--- config.mk ---
export PLATFORM = sky130hd
export DESIGN_NAME = ym_ch_accum_buf
export DESIGN_NICKNAME = d
export VERILOG_FILES = /design/src/rtl/ym_ch_accum_buf.sv
export SDC_FILE = /design/constraint.sdc
export NUM_CORES = 1
export LEC_CHECK = 0
export CAP_MARGIN = 0
export CORE_UTILIZATION = 55
export CTS_CLUSTER_SIZE = 8
export DETAILED_ROUTE_END_ITERATION = 8
export PLACE_DENSITY = 0.77
export REMOVE_ABC_BUFFERS = 1
export SETUP_SLACK_MARGIN = 0.3
export SYNTH_ARGS = -nofsm -noshare
export SYNTH_HDL_FRONTEND = slang
export SYNTH_SLANG_ARGS = --single-unit
--- constraint.sdc ---
create_clock -name MCLK -period 4.4 [get_ports MCLK]
set_input_delay 0.88 -clock MCLK [delete_from_list [all_inputs] [get_ports MCLK]]
set_output_delay 0.88 -clock MCLK [all_outputs]
set_load 0.01 [all_outputs]
--- src/rtl/ym_ch_accum_buf.sv ---
// Sums operator slots into per-channel samples and hands each complete frame to a read buffer that drains one channel per beat.
// A completed frame is visible on out_valid the cycle after its last op; out_ready only stalls the read side, and a frame that finds the read buffer still full is dropped.
module ym_ch_accum_buf #(
    parameter int CH_COUNT = 6,
    parameter int OP_COUNT = 4,
    parameter int W        = 9,
    parameter int DAC_CH   = 5
) (
    input  logic                        MCLK,
    input  logic                        reset,
    input  logic                        frame_sync,
    input  logic                        op_valid,
    input  logic signed [W-1:0]         op_value,
    input  logic                        op_out,
    input  logic                        dac_en,
    input  logic signed [W-1:0]         dac_value,
    input  logic [2*CH_COUNT-1:0]       pan,
    input  logic                        out_ready,
    output logic                        out_valid,
    output logic signed [W-1:0]         ch_out,
    output logic [1:0]                  ch_pan,
    output logic [$clog2(CH_COUNT)-1:0] ch_idx,
    output logic                        sat,
    output logic                        overrun
);

    localparam int CW = $clog2(CH_COUNT);
    localparam int OW = (OP_COUNT > 1) ? $clog2(OP_COUNT) : 1;
    localparam logic [OW-1:0] OP_LAST = OW'(OP_COUNT - 1);
    localparam logic [CW-1:0] CH_LAST = CW'(CH_COUNT - 1);
    localparam logic [CW-1:0] DAC_IDX = CW'(DAC_CH);
    localparam bit DAC_OK = (DAC_CH >= 0) && (DAC_CH < CH_COUNT);
    localparam logic signed [W-1:0] S_MAX = {1'b0, {(W-1){1'b1}}};
    localparam logic signed [W-1:0] S_MIN = {1'b1, {(W-1){1'b0}}};

    logic [OW-1:0]       op_cnt;
    logic [CW-1:0]       ch_cnt;
    logic signed [W-1:0] acc;
    logic signed [W-1:0] wbuf [CH_COUNT];
    logic signed [W-1:0] rbuf [CH_COUNT];
    logic                rd_full;
    logic [CW-1:0]       rd_idx;

    logic [OW-1:0]       cur_op;
    logic [CW-1:0]       cur_ch;
    logic signed [W-1:0] term;
    logic signed [W:0]   ext;
    logic                ovf;
    logic signed [W-1:0] sum;
    logic                sat_evt, ch_done, frame_done;
    logic                rd_accept, rd_last, rd_load;

    always_comb begin
        // frame_sync on the same cycle as an op makes that op slot 0 of channel 0
        cur_op     = frame_sync ? '0 : op_cnt;
        cur_ch     = frame_sync ? '0 : ch_cnt;
        term       = op_out ? op_value : '0;
        ext        = {acc[W-1], acc} + {term[W-1], term};
        ovf        = ext[W] ^ ext[W-1];
        sum        = ext[W-1:0];
        if (cur_op == '0)
            sum = term;
        else if (ovf)
            sum = ext[W] ? S_MIN : S_MAX;
        sat_evt    = op_valid && (cur_op != '0) && ovf;
        ch_done    = op_valid && (cur_op == OP_LAST);
        frame_done = ch_done && (cur_ch == CH_LAST);
        rd_accept  = rd_full && out_ready;
        rd_last    = rd_accept && (rd_idx == CH_LAST);
        rd_load    = frame_done && (!rd_full || rd_last);
    end

    always_ff @(posedge MCLK or posedge reset) begin
        if (reset) begin
            op_cnt  <= '0;
            ch_cnt  <= '0;
            acc     <= '0;
            rd_full <= 1'b0;
            rd_idx  <= '0;
            sat     <= 1'b0;
            overrun <= 1'b0;
            for (int i = 0; i < CH_COUNT; i++) begin
                wbuf[i] <= '0;
                rbuf[i] <= '0;
            end
        end else begin
            if (op_valid) begin
                acc <= sum;
                if (cur_op == OP_LAST) begin
                    op_cnt <= '0;
                    ch_cnt <= (cur_ch == CH_LAST) ? '0 : cur_ch + 1'b1;
                end else begin
                    op_cnt <= cur_op + 1'b1;
                    ch_cnt <= cur_ch;
                end
            end else if (frame_sync) begin
                op_cnt <= '0;
                ch_cnt <= '0;
                acc    <= '0;
            end

            if (ch_done)
                wbuf[cur_ch] <= sum;
            if (sat_evt)
                sat <= 1'b1;
            if (frame_done && !rd_load)
                overrun <= 1'b1;

            // the last channel's sum bypasses wbuf so the frame lands in one step
            if (rd_load) begin
                rd_full <= 1'b1;
                rd_idx  <= '0;
                for (int i = 0; i < CH_COUNT; i++)
                    rbuf[i] <= (i == CH_COUNT - 1) ? sum : wbuf[i];
            end else if (rd_accept) begin
                if (rd_idx == CH_LAST) begin
                    rd_full <= 1'b0;
                    rd_idx  <= '0;
                end else begin
                    rd_idx <= rd_idx + 1'b1;
                end
            end
        end
    end

    always_comb begin
        out_valid = rd_full;
        ch_idx    = rd_idx;
        ch_out    = '0;
        ch_pan    = 2'b00;
        if (rd_full) begin
            ch_out = (DAC_OK && dac_en && rd_idx == DAC_IDX) ? dac_value : rbuf[rd_idx];
            ch_pan = pan[{rd_idx, 1'b0} +: 2];
        end
    end

endmodule

==> results.json <==
{
  "outcome": "completed",
  "peakVddDrop_mv": 0.2836,
  "num_rows": 36,
  "worstSetupEndpoint": "ch_out[3]",
  "drive_above_1_share": 0.1013,
  "worst_slack_ps": 546.9,
  "num_vias": 4699,
  "fmax_mhz": 259.5,
  "die_w_um": 104.0,
  "r2r-end": "rbuf[2]",
  "grt_start_max_net_pins": 67,
  "wl_per_cell_um": 16.71,
  "synth_top_area_frac": 0.5208,
  "cts_setup_buffers": 0,
  "hp-class": "flop to flop",
  "cp.arrival_ps": 2970,
  "die_area_um2": 10810,
  "hold_viol_final": 0,
  "drt-pass1-iter-count": 6,
  "dp.cells": 792,
  "area_growth_pct": 22.08,
  "rsz0062_at_grt": "false",
  "yosys_warnings": 0,
  "grt_pass1_wl_mm": 23.55,
  "layout.nets": 727,
  "r2r-start": "ch_idx[1]",
  "avgSynthCellArea_um2": 9.105,
  "ys_ff_latch": 119,
  "rr_worst_depth": 6,
  "drv_slew": 0,
  "synth_area_um2": 5718,
  "ys_top_cells_by_area": "dfrtp_1 (52%), nand2_1 (14%), o21ai_0 (5.8%), mux4_2 (4.3%), nor2_1 (2.6%)",
  "regArea_um2": 2978,
  "antenna_found_initial": 0,
  "htreeDepth": 4,
  "place_ws_ps": 338.8,
  "finalSetupTns_ps": 0,
  "critPathMaxFanout": 13,
  "synth.distinct_cells": 46,
  "num_antenna_cells": 0,
  "routed_via_density": 5.703,
  "cp-end-kind": "primary output",
  "grt_usage": 0.2802,
  "die_h_um": 104.0,
  "synthFlopType": "dfrtp_1",
  "start_kind": "flop",
  "worst-r2r-setup-slack_ps": 1500,
  "drt_first_iter_violations": 288,
  "initial_utilization": 0.5770,
  "numCtsBuffers": 17,
  "drc": 0,
  "fin_worst_skew_ps": 6.880,
  "clk_pin_slew_ps": 60,
  "maxSlewHeadroom": 0.4393,
  "ant_nets": 0,
  "clock_latency_ps": 520,
  "numPortBuffers": 53,
  "setup_viol": 0,
  "synth_top_cell_by_area": "dfrtp_1",
  "worstMarginPinSlew_ps": 841.0,
  "cts_tree": "done",
  "clockBufferDepth": 2,
  "hpwl_mm": 8.855,
  "post-route-period-util": 0.8757,
  "crit_type": "flop to primary output",
  "finalNonFillerCells": 824,
  "synth_common_cells": "nand2_1 (209), dfrtp_1 (119), o21ai_0 (66), nor2_1 (40), a21oi_1 (27)",
  "routed_wl_mm": 13.77,
  "cts_sinks": 119,
  "grt_pass1_vias": 4754,
  "fillCellCount": 770,
  "critPathLaunch": "ch_idx[1]",
  "p_leak_nw": 3.253,
  "post_cts_resized": 0,
  "pin_count": 54,
  "power_density_nw_per_um2": 411.2,
  "synth_most_common_cell": "nand2_1",
  "syn_inst": 628,
  "coreArea_um2": 9910,
  "root_buffer": "clkbuf_8",
  "grt_overflow": 0,
  "cts_hold_buf": 0,
  "whs_ps": 471.4,
  "fin_crit_ps": 3853,
  "required_ps": 3520,
  "maxCapViolations": 0,
  "gp_congestion": 0.9329,
  "seq_area_frac_synth": 0.5208,
  "synth_edf_count": 0,
  "synth-async-reset-ratio": 1.000,
  "multiInputGateArea_um2": 2574
}
## routing by layer
metal / routed length [µm] / vias to the layer above / part of all wire / track usage
met5: 0 / - / 0 / 0
met4: 293 / 0 / 0.021 / 0.1061
met3: 816 / 22 / 0.059 / 0.06391
met2: 6714 / 169 / 0.49 / 0.4486
met1: 5949 / 2288 / 0.43 / 0.3744
li1: - / 2220 / - / -
## flip-flops by register name (all words and copies together) (netlist names)
register	count
acc	9
ch_idx	3
wbuf	45
overrun	1
out_valid	1
rbuf	54
ch_cnt	3
op_cnt	2
sat	1
## worst max-delay path, stage by stage (launching register included)
cell and delay [ps]:
dfrtp_1 640, inv_1 250, nand2_1 400, a211oi_1 390, a21oi_1 110, nor2_1 140, clkdlybuf4s50_1 540
## stage by stage
stage                 util  cell area, µm²  total power [mW]
finish              0.7044            6980             2.870
floorplan                -            5585             1.397
detailed placement  0.6446            6387             1.509
global route        0.7044            6980             2.983
CTS                 0.7044            6980             2.884
global placement    0.6446            6387             1.493
## power breakdown
part / total (mW) / switching (mW) / internal (mW)
registers: 1.17 / 0.0300 / 1.14
clock network: 1.37 / 0.507 / 0.867
logic: 0.327 / 0.202 / 0.125
## cell families (layout without fill, tap and decap cells)
group	Yosys count	in the layout	synth area share
AND/OR/NAND/NOR	287	287	0.2063
flip-flops	119	119	0.5208
XOR/XNOR	8	8	0.01225
buffers and inverters	44	107	0.03041
adder cells (fa/ha/maj)	12	12	0.02757
AO/OA/AOI/OAI	137	137	0.1405
multiplexers	21	21	0.06214
## area by class of cell
type,instances,area share
clock buffers,18,0.05987
clock inverters,14,0.02509
inverters,11,0.006274
multi-input cells,465,0.3687
flip-flops and latches,119,0.4266
well taps,133,0.02384
repair buffers,64,0.08962
## layout by cell type, fill, tap and decap left out, types with 5 or more instances in the layout
cell type	n
nand2_1	209
a21oi_1	27
xnor2_1	5
nor2_1	40
o31ai_1	7
buf_4	10
mux4_2	11
a211oi_1	11
and2_1	9
o21ai_0	66
mux2_2	6
clkdlybuf4s50_1	53
ha_1	11
dfrtp_1	119
clkbuf_16	16
inv_1	9
nand2b_1	6
o22ai_1	6
## how the worst min path moves through the flow
stage / startpoint / depth (start not counted) / endpoint / slack (ps)
finish: wbuf[9] / 2 / rbuf[9] / 470
global route: wbuf[36] / 2 / rbuf[36] / 490
CTS: wbuf[9] / 2 / rbuf[9] / 470
detailed placement: wbuf[9] / 2 / rbuf[9] / 450
global placement: wbuf[10] / 2 / rbuf[10] / 450
floorplan: wbuf[16] / 2 / rbuf[16] / 430
No activity file was read; power rests on OpenSTA's default activity.
